===== src/rtl/alu_mult_seq.sv =====
// Sequential shift-add multiplier: low 32 bits of req_a*req_b, computed with
// one ALU addition per RUN cycle on an external combinational ALU.
package alu_mult_seq_pkg;
  typedef logic [31:0] word_t;
  typedef enum logic [2:0] {
    ALU_ADD = 3'd0,
    ALU_SUB = 3'd1,
    ALU_AND = 3'd2,
    ALU_OR  = 3'd3,
    ALU_XOR = 3'd4
  } aluop_t;
endpackage

module alu_mult_seq
  import alu_mult_seq_pkg::*;
#(
  parameter int EARLY_EXIT = 1
) (
  input  logic   CLK,
  input  logic   RST,
  input  logic   req_valid,
  output logic   req_ready,
  input  word_t  req_a,
  input  word_t  req_b,
  output logic   resp_valid,
  input  logic   resp_ready,
  output word_t  resp_product,
  output logic   resp_zero,
  output aluop_t ALUOP,
  output word_t  portA,
  output word_t  portB,
  input  word_t  portOut,
  input  logic   zero,
  input  logic   neg,
  input  logic   overflow
);

  typedef enum logic [1:0] {
    IDLE = 2'd0,
    RUN  = 2'd1,
    DONE = 2'd2
  } state_t;

  state_t     state_q, state_d;
  word_t      acc_q, acc_d;
  word_t      mcand_q, mcand_d;
  word_t      mplier_q, mplier_d;
  logic [5:0] iter_q, iter_d;

  // ALU flags are part of the ALU interface but carry no information we need.
  logic unused_flags;
  assign unused_flags = zero ^ neg ^ overflow;

  always_ff @(posedge CLK) begin
    if (RST) begin
      state_q  <= IDLE;
      acc_q    <= '0;
      mcand_q  <= '0;
      mplier_q <= '0;
      iter_q   <= '0;
    end else begin
      state_q  <= state_d;
      acc_q    <= acc_d;
      mcand_q  <= mcand_d;
      mplier_q <= mplier_d;
      iter_q   <= iter_d;
    end
  end

  always_comb begin
    state_d    = state_q;
    acc_d      = acc_q;
    mcand_d    = mcand_q;
    mplier_d   = mplier_q;
    iter_d     = iter_q;
    req_ready  = 1'b0;
    resp_valid = 1'b0;
    ALUOP      = ALU_ADD;
    portA      = '0;
    portB      = '0;

    unique case (state_q)
      IDLE: begin
        req_ready = 1'b1;
        if (req_valid) begin
          mcand_d  = req_a;
          mplier_d = req_b;
          acc_d    = '0;
          iter_d   = '0;
          state_d  = RUN;
        end
      end

      RUN: begin
        portA = acc_q;
        portB = mcand_q;
        if (mplier_q[0]) begin
          acc_d = portOut;
        end
        mcand_d  = {mcand_q[30:0], 1'b0};
        mplier_d = {1'b0, mplier_q[31:1]};
        iter_d   = iter_q + 6'd1;
        // Early exit once no set multiplier bits remain above the current one.
        if ((iter_q == 6'd31) ||
            ((EARLY_EXIT != 0) && (mplier_q[31:1] == 31'd0))) begin
          state_d = DONE;
        end
      end

      DONE: begin
        resp_valid = 1'b1;
        if (resp_ready) begin
          state_d = IDLE;
        end
      end

      default: begin
        state_d = IDLE;
      end
    endcase
  end

  assign resp_product = acc_q;
  assign resp_zero    = (acc_q == 32'd0);

endmodule


===== config.mk =====
export PLATFORM = sky130hd
export DESIGN_NAME = alu_mult_seq
export DESIGN_NICKNAME = d
export VERILOG_FILES = /design/src/rtl/alu_mult_seq.sv
export SDC_FILE = /design/constraint.sdc
export NUM_CORES = 1
export LEC_CHECK = 0
export CORE_ASPECT_RATIO = 0.9
export CORE_MARGIN = 2
export CORE_UTILIZATION = 25
export DETAILED_ROUTE_END_ITERATION = 7
export GPL_TIMING_DRIVEN = 0
export PLACE_DENSITY = 0.62
export SLEW_MARGIN = 10
export SYNTH_ARGS = -nofsm -noshare
export SYNTH_HDL_FRONTEND = slang
export SYNTH_SLANG_ARGS = --single-unit
export TNS_END_PERCENT = 100

===== constraint.sdc =====
create_clock -name CLK -period 1.9 [get_ports CLK]
set_clock_uncertainty 0.15 [all_clocks]
set_input_delay 0.285 -clock CLK [delete_from_list [all_inputs] [get_ports CLK]]
set_output_delay 0.285 -clock CLK [all_outputs]
set_load 0.005 [all_outputs]

# ---- Word-level counts from Yosys, hierarchy flattened
# Index checks and enable logic that the tools add are counted.
dict set report classes {
  n_addsub 1
  eq_ne 7
  n_mux 17
  n_reduce_logical 8
}
# op n
set op_table {}
lappend op_table {{32-bit 2-to-1 mux} 6}
lappend op_table {{32-bit one-hot mux with 2 select lines} 3}
lappend op_table {{32-bit zero test} 1}
lappend op_table {{31-bit zero test} 1}
lappend op_table {{6-bit one-hot mux with 2 select lines} 1}
lappend op_table {{2-bit != test (second input constant)} 4}
lappend op_table {{6-bit by 1-bit adder with 6-bit output (second input constant)} 1}
lappend op_table {{6-bit by 5-bit equality test with 1-bit output (second input constant)} 1}
lappend op_table {{2-bit 2-to-1 mux} 3}
lappend op_table {{6-bit 2-to-1 mux} 1}
lappend op_table {{2-bit one-hot mux with 3 select lines} 1}
lappend op_table {{3-bit AND reduction} 2}
lappend op_table {{2-bit by 1-bit equality test with 1-bit output (second input constant)} 1}
lappend op_table {{2-bit equality test (second input constant)} 1}
lappend op_table {{2-bit zero test} 1}
lappend op_table {{1-bit 2-to-1 mux} 2}
lappend op_table {{2-bit AND reduction} 1}
lappend op_table {{2-bit nonzero test} 1}
lappend op_table {{1-bit logical OR} 1}
dict set report word_totals {
  ff_bits 104
  in_bits 103
  elab_cells 38
}

# ---- Logic depth before layout (Yosys ltp)
dict set report logic_depth {
  ltp_word 4
  ltp_mapped 6
}

# ---- Least setup slack after synthesis
# OpenSTA, ideal clock, no wires.
dict set report synth_path {
  path_kind {register to output}
  from {register state_q[0]}
  to {output portA[0]}
  arrival_ns 1.183
  t_required_ns 1.465
  setup_slack_ns 0.282
  stages_incl_launch_ff 5
  path_cell_list {dfxtp_1 > and2b_2 > buf_2 > clkbuf_1 > and2_1}
}
dict set report synth_between {
  elab_chain_cells 2
}
# item line_no
set synth_lines {}
lappend synth_lines {{start: declaration} 44} ;# state_t state_q, state_d;
lappend synth_lines {{start signal: assignment} 62} ;# state_q <= state_d;
lappend synth_lines {{2-bit by 1-bit equality test with 1-bit output} 82} ;# unique case (state_q)
lappend synth_lines {{32-bit 2-to-1 mux} 82}
lappend synth_lines {{end: declaration} 30} ;# output word_t portA,
# No other way between the ends.

# ---- Worst setup path in the final report
dict set report layout_path {
  from {register state_q[1]}
  to {output portA[10]}
}
# Same word-level chain as after synthesis.

==> impl_metrics.tcl <==
set metrics [dict create \
    synthCells 566 \
    drc 0 \
    post-route-util_pct 44.0 \
    insertion_delay_ns 0.36 \
    cts_buffers 9 \
    start_util_pct 25.5 \
    p_total_mw 5.81 \
    max_stage_delay_ns 0.35 \
    critPathCaptureType "output pin" \
    multi_input_area_um2 2600 \
    slew_viol_final 0 \
    fmax_mhz 484 \
    status "complete, but fails checks" \
    die_x_um 148 \
    synthAdderAreaFrac_pct 0.267 \
    synth-xor-area-share_pct 0 \
    ys_warn_count 0 \
    design_area_um2 8100 \
    ys_seq_area_share_pct 44.4 \
    placement.cell_area_um2 6970 \
    min_period_ns 2.07 \
    grt_setup_unrepaired "true" \
    setup-violations-final 50 \
    grt_max_degree 19 \
    drtAntennaViolNets 0 \
    cts.htree.levels 3 \
    worst_ep_required_time_ns 1.46 \
    rows 47 \
    synthToLayoutAreaGrowth_pct 73.0 \
    place_inst 1010 \
    final_nets 922 \
    drt-pass1-iter-count 6 \
    grt.total_usage_pct 16.6 \
    viasPerCell 4.58 \
    portBuffers 197 \
    die_area_um2 19900 \
    timing.slew.headroom_pct 49.5 \
    synth_compound_area_share_pct 13.5 \
    wl_per_cell_um 15.7 \
    violations "negative setup slack" \
    vdd_ir_drop_max_uv 441 \
    grt_overflow 0 \
    ios 205 \
    clk_root_buffer_cell "clkbuf_16" \
    synthMuxAreaShare_pct 0 \
    nFillCells 1828 \
    diodes 0 \
    dpl.hpwl_mm 11.7 \
    drtIter0Drc 185 \
    crit_type "register to output pin" \
    min_path_type "register to register" \
    routed_wl_mm 16.8 \
    grt_pass1_wl_mm 26.0 \
    cp-start-kind "register" \
    clk_pin_slew_ns 0.07 \
    clockBufferDepth 2 \
    cp_slowest_cell "dfxtp_4" \
    core-area_um2 18400 \
    synth_simple_gate_area_share_pct 36.4 \
    num_vias 4888 \
    setup_ws_ns -0.165 \
    final_common_cell "nor2_1" \
    power_density_nw_per_um2 717 \
    cts_tree "yes" \
    maxCapViolCount 0 \
    synth.avg_cell_area_um2 8.28 \
    period_share_pct 109 \
    fin_cells 1068 \
    grt_pass1_vias 4920 \
    max_slew.worst_pin.slew_ns 0.757 \
    synth_area_um2 4680 \
    cp_cell_sequence "and2b_4, buf_12, clkbuf_16, buf_8, and2_4, buf_6" \
    drive_gt1_share_pct 32.9 \
    gp_congestion 0.788 \
    cp_max_fo 5 \
    synth_top_family_by_area "simple AND/OR/NAND/NOR gates" \
    timing.hold.ws_ns 0.303 \
    layout_common_cells "nor2_1 (132), clkdlybuf4s50_1 (131), dfxtp_1 (93)" \
    seq_area_um2 2100 \
    cts.sinks 104 \
    worstPathArrival_ns 1.63 \
    ys_ff_latch 104 \
    finalHoldViolCount 0 \
    synth_cell_types 35 \
    antenna_found_initial 0 \
    die_h_um 134 \
    p_leak_nw 3.24 \
]
## cell families (layout without fill, tap and decap cells)
kind of cell             Yosys count  after routing
buffers and inverters             47            301
flip-flops                       104            104
adder cells (fa/ha/maj)            1              1
AND/OR/NAND/NOR                  305            306
other                              1              3
AO/OA/AOI/OAI                    108            108
## registers in the layout (all words and copies together) (netlist names)
name,flops
iter_q,6
mcand_q,32
mplier_q,32
resp_product,32
state_q,2
## cell usage after synthesis
cell type | count | area, um2
or3b_1 | 1 | 8.76
nand2_4 | 1 | 11.3
nand3b_1 | 1 | 7.51
a22oi_1 | 32 | 240
dfxtp_1 | 104 | 2080
nor2_1 | 133 | 499
buf_4 | 7 | 52.6
nor4_1 | 16 | 100
nor2_4 | 2 | 22.5
nor2b_1 | 1 | 6.26
nand4_1 | 4 | 25.0
conb_1 | 1 | 3.75
buf_6 | 3 | 33.8
o31a_1 | 1 | 8.76
nand3_1 | 5 | 25.0
or3_1 | 2 | 12.5
o21ai_1 | 1 | 5.00
nor4_2 | 30 | 375
nor3_1 | 1 | 5.00
and3b_1 | 1 | 8.76
and2b_2 | 1 | 8.76
or4_1 | 1 | 7.51
o21ai_0 | 1 | 5.00
a311oi_1 | 1 | 8.76
o311ai_0 | 1 | 8.76
and2_1 | 65 | 407
nand2b_1 | 2 | 12.5
nor3b_4 | 1 | 18.8
nor3b_1 | 1 | 7.51
buf_2 | 19 | 95.1
a21oi_1 | 70 | 350
ha_1 | 1 | 12.5
clkbuf_1 | 18 | 67.6
nand2_1 | 36 | 135
o22ai_1 | 1 | 6.26
## through the flow
step           worst slack [ns]  setup TNS [ns]
2_1_floorplan             0.282               0
3_3_place_gp             -0.901          -56.74
3_5_place_dp             -0.905          -55.84
4_1_cts                  -0.194           -6.47
5_1_grt                  -0.222           -8.11
6_report                 -0.165           -4.85
## critical path, delay by kind of cell, from the launching register on
| family | cells | cell delay, ns |
|---|---|---|
| flops | 1 | 0.35 |
| simple gates | 2 | 0.43 |
| buf+inv | 4 | 0.49 |
## metal layers
| layer | GRT usage, % | wire [um] |
|---|---|---|
| met1 | 21.8 | 7670 |
| met2 | 26.6 | 7800 |
| met3 | 5.14 | 1100 |
| met4 | 4.60 | 213 |
| met5 | 0 | 0 |
## worst paths after layout
| kind | slack, ns | startpoint | end | cells after the start |
|---|---|---|---|---|
| max reg2reg | 0.08 | state_q[0] | mplier_q[23] | 8 |
| max | -0.17 | state_q[1] | portA[10] | 6 |
| min | 0.30 | mcand_q[18] | mcand_q[18] | 2 |
| min reg2reg | 0.30 | mcand_q[18] | mcand_q[18] | 2 |
## power by group
| group | switching, mW | internal (mW) |
|---|---|---|
| clock network | 0.918 | 0.902 |
| logic | 0.682 | 0.836 |
| registers | 0.128 | 2.34 |
| total | 1.73 | 4.08 |
## cell type report
cell class / instances / share of cell area (%)
clock inverter: 7 / 0.648
buffer: 46 / 4.55
timing repair buffer: 239 / 30.2
multi-input combinational: 418 / 32.1
tap: 245 / 3.78
clock buffer: 9 / 2.78
sequential: 104 / 26.0
## what timing repair did
action / 4_1_cts / 5_1_grt
hold buffers: 0 / 0
buffers inserted: 23 / 16
resized for setup: 414 / 57
endpoints found under the setup margin: 67 / 128
cloned: 7 / 0
pin swaps: 34 / 15
(Power assumes the default switching activity.)
